--- config.mk ---
export PLATFORM = sky130hd
export DESIGN_NAME = dmem_arbiter
export DESIGN_NICKNAME = d
export VERILOG_FILES = /design/src/rtl/dmem_arbiter.sv
export SDC_FILE = /design/constraint.sdc
export NUM_CORES = 1
export LEC_CHECK = 0
export CAP_MARGIN = 20
export CELL_PAD_IN_SITES_DETAIL_PLACEMENT = 1
export CELL_PAD_IN_SITES_GLOBAL_PLACEMENT = 1
export CORE_MARGIN = 8
export CORE_UTILIZATION = 21
export CTS_BUF_LIST = sky130_fd_sc_hd__clkbuf_16
export DETAILED_ROUTE_END_ITERATION = 12
export GPL_TIMING_DRIVEN = 0
export HOLD_SLACK_MARGIN = 0.15
export PLACE_DENSITY = 0.85
export SLEW_MARGIN = 20
export SYNTH_ARGS = -nofsm -noshare
export SYNTH_HDL_FRONTEND = slang
export SYNTH_SLANG_ARGS = --single-unit
--- constraint.sdc ---
create_clock -name clk -period 1.95 [get_ports clk]
set_input_delay 0.195 -clock clk [delete_from_list [all_inputs] [get_ports clk]]
set_output_delay 0.195 -clock clk [all_outputs]
set_load 0.02 [all_outputs]
--- src/rtl/dmem_arbiter.sv ---
// Data-memory port arbiter: CPU has per-cycle priority, DMA word bursts are
// sequenced internally with a starvation guard that forces periodic DMA beats.
module dmem_arbiter #(
  parameter int unsigned XLEN         = 32,
  parameter int unsigned MAX_BURST    = 16,
  parameter int unsigned STARVE_LIMIT = 8,
  parameter int unsigned LW           = $clog2(MAX_BURST) + 1
) (
  input  logic            clk,
  input  logic            rst,
  input  logic            cpu_req,
  input  logic            cpu_we,
  input  logic [XLEN-1:0] cpu_addr,
  input  logic [XLEN-1:0] cpu_wdata,
  input  logic [2:0]      cpu_funct3,
  output logic            cpu_gnt,
  output logic            cpu_stall,
  output logic [XLEN-1:0] cpu_rdata,
  input  logic            dma_req,
  input  logic            dma_we,
  input  logic [XLEN-1:0] dma_addr,
  input  logic [LW-1:0]   dma_len,
  input  logic [XLEN-1:0] dma_wdata,
  output logic            dma_gnt,
  output logic [XLEN-1:0] dma_rdata,
  output logic            dma_busy,
  output logic            dma_done,
  output logic            mem_we,
  output logic [XLEN-1:0] mem_a,
  output logic [XLEN-1:0] mem_wd,
  output logic [2:0]      mem_ctrl,
  input  logic [XLEN-1:0] mem_rd
);

  localparam int unsigned SW = $clog2(STARVE_LIMIT) + 1;

  typedef enum logic {IDLE, BURST} state_t;

  state_t          state;
  logic [XLEN-1:0] base;
  logic [LW-1:0]   len_q;
  logic            we_q;
  logic [LW-1:0]   beat;
  logic [SW-1:0]   starve;
  logic            done_q;

  logic            beat_ok;
  logic            force_beat;
  logic            last_beat;
  logic [LW-1:0]   len_clamped;

  assign len_clamped = (dma_len > LW'(MAX_BURST)) ? LW'(MAX_BURST) : dma_len;
  assign beat_ok     = (state == BURST) && (len_q != '0);
  assign force_beat  = (starve == SW'(STARVE_LIMIT));
  assign last_beat   = (beat == len_q - LW'(1));

  // Grants are gated by rst so nothing reaches the memory while reset is held.
  assign dma_gnt   = ~rst & beat_ok & (~cpu_req | force_beat);
  assign cpu_gnt   = ~rst & cpu_req & ~(beat_ok & force_beat);
  assign cpu_stall = cpu_req & ~cpu_gnt;

  assign cpu_rdata = mem_rd;
  assign dma_rdata = mem_rd;
  assign dma_busy  = (state == BURST);
  assign dma_done  = done_q;

  always_comb begin
    mem_we   = 1'b0;
    mem_a    = '0;
    mem_wd   = '0;
    mem_ctrl = '0;
    if (dma_gnt) begin
      mem_we   = we_q;
      mem_a    = base + (XLEN'(beat) << 2);
      mem_wd   = dma_wdata;
      mem_ctrl = 3'b010;
    end else if (cpu_gnt) begin
      mem_we   = cpu_we;
      mem_a    = cpu_addr;
      mem_wd   = cpu_wdata;
      mem_ctrl = cpu_funct3;
    end
  end

  always_ff @(posedge clk or posedge rst) begin
    if (rst) begin
      state  <= IDLE;
      base   <= '0;
      len_q  <= '0;
      we_q   <= 1'b0;
      beat   <= '0;
      starve <= '0;
      done_q <= 1'b0;
    end else begin
      done_q <= 1'b0;
      case (state)
        IDLE: begin
          starve <= '0;
          if (dma_req) begin
            base  <= dma_addr;
            len_q <= len_clamped;
            we_q  <= dma_we;
            beat  <= '0;
            state <= BURST;
          end
        end
        BURST: begin
          // A zero-length burst still spends one cycle in BURST and reports done.
          if (len_q == '0) begin
            state  <= IDLE;
            done_q <= 1'b1;
          end else if (dma_gnt) begin
            starve <= '0;
            beat   <= beat + LW'(1);
            if (last_beat) begin
              state  <= IDLE;
              done_q <= 1'b1;
            end
          end else if (cpu_gnt) begin
            starve <= starve + SW'(1);
          end
        end
      endcase
    end
  end

endmodule

# [Word-level counts from Yosys, hierarchy flattened]
# Cells that the tools add are included.
[word_totals] regBits=49 output_inout_bits=137 word_cells=62
[classes] addsub=4 n_lt_le_gt_ge=1 n_eq_ne=6 n_mux=26 bitwise=12 reduce_logical=6
[op_table] operator="32-bit two-way mux" n=4
[op_table] operator="32-bit by 7-bit adder with 32-bit output" n=1
[op_table] operator="5-bit two-way mux" n=4
[op_table] operator="4-bit two-way mux" n=3
[op_table] operator="1-bit two-way mux" n=10
[op_table] operator="5-bit one-hot mux with 2 select lines" n=1
[op_table] operator="4-bit one-hot mux with 2 select lines" n=1
[op_table] operator="1-bit AND" n=6
[op_table] operator="3-bit two-way mux" n=2
[op_table] operator="2-bit != test, second input constant" n=3
[op_table] operator="5-bit by 1-bit adder with 5-bit output, second input constant" n=1
[op_table] operator="5-bit equality test" n=1
[op_table] operator="5-bit > comparator, second input constant" n=1
[op_table] operator="5-bit zero test" n=1
[op_table] operator="1-bit inverter" n=5
[op_table] operator="5-bit nonzero test" n=1
[op_table] operator="5-bit by 1-bit subtractor with 5-bit output, second input constant" n=1
[op_table] operator="4-bit by 1-bit adder with 4-bit output, second input constant" n=1
[op_table] operator="4-bit equality test, second input constant" n=1
[op_table] operator="2-bit AND reduction" n=2
[op_table] operator="3-bit != test, second input constant" n=1
[op_table] operator="3-bit AND reduction" n=1
[op_table] operator="1-bit one-hot mux with 2 select lines" n=1
[op_table] operator="1-bit logical AND" n=1
[op_table] operator="1-bit bitwise OR" n=1

# [Longest topological paths before layout]
[depth] ltp_word=9 mapped_depth=9 mapped_depth_nobuf=9

# [Least setup slack after synthesis]
# Ideal clock, no wire load.
[synth_timing] kind="reg2out" start="register beat[0]" end="output port mem_a[20]" t_arrival_ns=2.208 path_slack_ns=-0.453 path_stages_with_launch=8 cell_sequence="dfrtp_1 ha_1 fa_1 a21o_1 a31oi_1 nor3_1 xnor2_1 o21ai_0"
[synth_between] elab_chain_cells=2
[synth_lines] item="from (decl)" line="43" source="logic [LW-1:0] beat;"
[synth_lines] item="from (signal assigned)" line="114" source="beat <= beat + LW'(1);"
[synth_lines] item="32-bit by 7-bit adder with 32-bit output" line="74" source="mem_a = base + (XLEN'(beat) << 2);"
[synth_lines] item="32-bit two-way mux" line="72" source="if (dma_gnt) begin"
[synth_lines] item="to (decl)" line="29" source="output logic [XLEN-1:0] mem_a,"
# Every way passes these cells.

# [Worst setup path after layout]
[layout_timing] start="register base[3]" end="output port mem_a[21]"
[layout_between] elab_chain_cells=2
[layout_lines] item="from (decl)" line="40" source="logic [XLEN-1:0] base;"
[layout_lines] item="from (signal assigned)" line="100" source="base <= dma_addr;"
[layout_lines] item="32-bit by 7-bit adder with 32-bit output" line="74"
[layout_lines] item="32-bit two-way mux" line="72"
# Every way passes these cells.

==> flow_metrics.env <==
export IMPL_synth_area_leaders="dfrtp_1 (30%), nand2_1 (13%), buf_4 (12%), a22o_1 (8.4%), xnor2_1 (4.7%)"
export IMPL_syn_area_um2=4080
export IMPL_drtIter0Drc=171
export IMPL_routed_via_density=4.51
export IMPL_place_area_um2=7370
export IMPL_critPathRequiredTime_ps=1750
export IMPL_yosys_area_top_type="dfrtp_1"
export IMPL_syn_inst=510
export IMPL_r2r_slack_ps=-150
export IMPL_cts_tree="built"
export IMPL_ff2ff_path_depth=10
export IMPL_arrival_ps=2440
export IMPL_status="complete, but fails checks"
export IMPL_num_rows=51
export IMPL_drv_slew=0
export IMPL_cts_sinks=49
export IMPL_ys_seq_area_share_pct=30.1
export IMPL_synth_nets=694
export IMPL_final_setup_viol_count=78
export IMPL_htree_num_levels=2
export IMPL_peakVddDrop_v=0.000416
export IMPL_routed_wl_um=23400
export IMPL_post_route_drc_count=0
export IMPL_tns_ps=-38480
export IMPL_clock_path_buffers=2
export IMPL_period_share_pct=135
export IMPL_die_area_um2=24100
export IMPL_crit_family="buffers and inverters"
export IMPL_final_util_pct=47.3
export IMPL_r2r_end="beat[2]"
export IMPL_drive_above_1_share_pct=40.3
export IMPL_grt_max_degree=29
export IMPL_power_mw=8.30
export IMPL_crit_path_end_kind="output port"
export IMPL_max_cap_viol_count=0
export IMPL_nNetsFinal=1055
export IMPL_port_buffers=278
export IMPL_final_area_um2=9110
export IMPL_clk_latency_ps=300
export IMPL_synthArstFlopShare_pct=100
export IMPL_die_w_um=155
export IMPL_vias=5129
export IMPL_path_buf_inv=5
export IMPL_p_leak_nw=4.09
export IMPL_detail_route_first_pass_iterations=4
export IMPL_diodes=0
export IMPL_max_slew_margin_pct=60.8
export IMPL_area_delta_synth_final_pct=123
export IMPL_root_buffer="clkbuf_16"
export IMPL_path_clk_slew_ps=70
export IMPL_grt_pass1_vias=5460
export IMPL_rsz0062_at_grt="yes"
export IMPL_synth_top_area_share_pct=30.1
export IMPL_syn_area_per_cell_um2=7.99
export IMPL_finalWorstSetupSlack_ps=-681
export IMPL_hold_ws_ps=362
export IMPL_antenna_left=0
export IMPL_grtUsageTotal_pct=17.4
export IMPL_initial_core_util_pct=21.1
export IMPL_core_area_um2=19300
export IMPL_synth_seq_cells=49
export IMPL_num_io_pins=311
export IMPL_crit_chain="buf_6, ha_4, a21o_1, a211oi_4, buf_6, buf_6, buf_6, nor3_2, xnor2_1, o21ai_2, buf_6"
export IMPL_yosysWarnings=0
export IMPL_start_kind="flip-flop"
export IMPL_cp_max_fo=4
export IMPL_synth_edf_count=0
export IMPL_slowest_stage="dfrtp_2"
export IMPL_hold_class="in -> async"
export IMPL_synth_main_ff_cell="dfrtp_1"
export IMPL_startpoint="base[3]"
export IMPL_wl_per_cell_um=20.6
export IMPL_gp_congestion=0.795
export IMPL_path_common_cell="buf_6"
export IMPL_period_minus_slack_ps=2630
export IMPL_cp_slowest_stage_delay_ps=430
export IMPL_violations="setup timing"
export IMPL_hold_viol_final=0
export IMPL_p_per_area_nw_per_um2=911
export IMPL_die_h_um=155
export IMPL_critical_path_class="reg -> out"
export IMPL_fin_worst_skew_ps=8.78
export IMPL_rr_startpoint="len_q[1]"
export IMPL_grt_pass1_wl_um=32500
export IMPL_grt_ovfl_total=0
export IMPL_cts_buffers=5
export IMPL_max_freq_mhz=380
export IMPL_tightest_slew_ps=588
export IMPL_ys_types=47
export IMPL_antenna_found_initial=0
export IMPL_dp_hpwl_um=16700
[sequential cells by signal, indices dropped and copies added (netlist names)]
signal,count
base,32
beat,5
dma_busy,1
dma_done,1
len_q,5
starve,4
we_q,1
[worst max path at each step]
stage,end,slack [ps],cells past startpoint
after global placement,mem_a[17],-1000,8
after floorplan,mem_a[14],-120,8
after CTS,mem_a[20],-670,10
after global routing,mem_a[15],-750,11
after detailed placement,mem_a[17],-1040,8
final,mem_a[21],-680,11
[cells in the final DEF, fill, tap and decap left out, types with 4 or more instances in the layout]
| cell type | netlist | final |
|---|---|---|
| clkdlybuf4s50_1 | 0 | 207 |
| nand2_1 | 145 | 133 |
| buf_6 | 5 | 99 |
| buf_4 | 65 | 99 |
| dfrtp_1 | 49 | 44 |
| a22o_1 | 39 | 38 |
| o21ai_2 | 2 | 26 |
| xnor2_1 | 22 | 13 |
| buf_12 | 0 | 12 |
| buf_8 | 0 | 11 |
| nand3_1 | 16 | 10 |
| clkbuf_16 | 0 | 10 |
| xnor2_2 | 0 | 9 |
| clkbuf_1 | 12 | 8 |
| nand4_1 | 8 | 8 |
| nand2_4 | 1 | 8 |
| xor2_1 | 16 | 8 |
| xor2_2 | 0 | 7 |
| nor2_1 | 10 | 7 |
| inv_1 | 7 | 6 |
| and3_1 | 8 | 6 |
| ha_4 | 0 | 6 |
| nand3b_1 | 5 | 5 |
| nand2_2 | 0 | 5 |
| o21ai_1 | 4 | 5 |
| dfrtp_2 | 0 | 5 |
| nand3_4 | 1 | 4 |
| nand3_2 | 1 | 4 |
| inv_2 | 1 | 4 |
| nor4_4 | 0 | 4 |
| nor3_2 | 0 | 4 |
[synthesized netlist by cell type, types with 2 or more instances]
cell	n
nand2_1	145
buf_4	65
dfrtp_1	49
a22o_1	39
o21ai_0	28
xnor2_1	22
nand3_1	16
xor2_1	16
clkbuf_1	12
nor2_1	10
buf_2	9
ha_1	9
and3_1	8
nand4_1	8
inv_1	7
nor3_1	6
and2_1	5
buf_6	5
nand3b_1	5
a21o_1	4
a21oi_1	4
o21ai_1	4
and4_1	3
nor2b_1	3
nor4_2	3
nor3b_1	2
nor4_1	2
o21ai_2	2
[cells by family (layout without fill, tap and decap cells)]
family | Yosys count | after routing | synth area share, %
buffers and inverters | 101 | 463 | 16.5
xor gates and xnor gates | 38 | 38 | 8.17
adders and majority gates | 10 | 10 | 3.25
DFF | 49 | 49 | 30.1
and+or+nand+nor | 224 | 224 | 26.5
AOI/OAI and AO/OA | 88 | 88 | 15.5
[power by group]
part | switching, mW | leakage (nW) | internal (mW)
combinational | 2.55 | 3.40 | 2.83
clock | 0.397 | 0.0776 | 0.464
sequential | 0.616 | 0.613 | 1.45
[metrics by stage]
stage	cells	worst slack [ps]
5_1_grt	1137	-752
2_1_floorplan	510	-120
3_3_place_gp	1053	-1000
4_1_cts	1115	-670
6_report	1137	-681
3_5_place_dp	1054	-1040
[layout make-up]
cell class,count,area (µm²)
buffer,91,752
tap,265,332
multi-input combinational,360,2800
inverter,8,42.5
sequential,49,1230
clock inverter,3,11.3
clock buffer,5,125
fill,2158,10200
timing repair buffer,356,3820
[metal layers]
layer	part of all wire, %	vias up	GRT usage, %
li1	-	2394	-
met1	37	2516	18.7
met2	54	189	33.4
met3	5.6	30	3.02
met4	2.9	0	5.87
met5	0	-	0
[what timing repair did]
| item | 4_1_cts | 5_1_grt |
|---|---|---|
| gates cloned | 6 | 6 |
| buffers inserted | 48 | 25 |
| hold buffers | 0 | 0 |
| endpoints found under the setup margin | 84 | 90 |
| gates resized for setup | 526 | 99 |
| pin swaps | 64 | 60 |
[worst register-to-register path, delay by kind of cell (launching register included)]
family                   cells  cell delay, ps
buffers and inverters        4             460
flip-flops                   1             400
adder cells (fa/ha/maj)      1             150
AND/OR/NAND/NOR              4             790
XOR/XNOR                     1             150
Note: power is estimated with default switching activity, not from simulation.
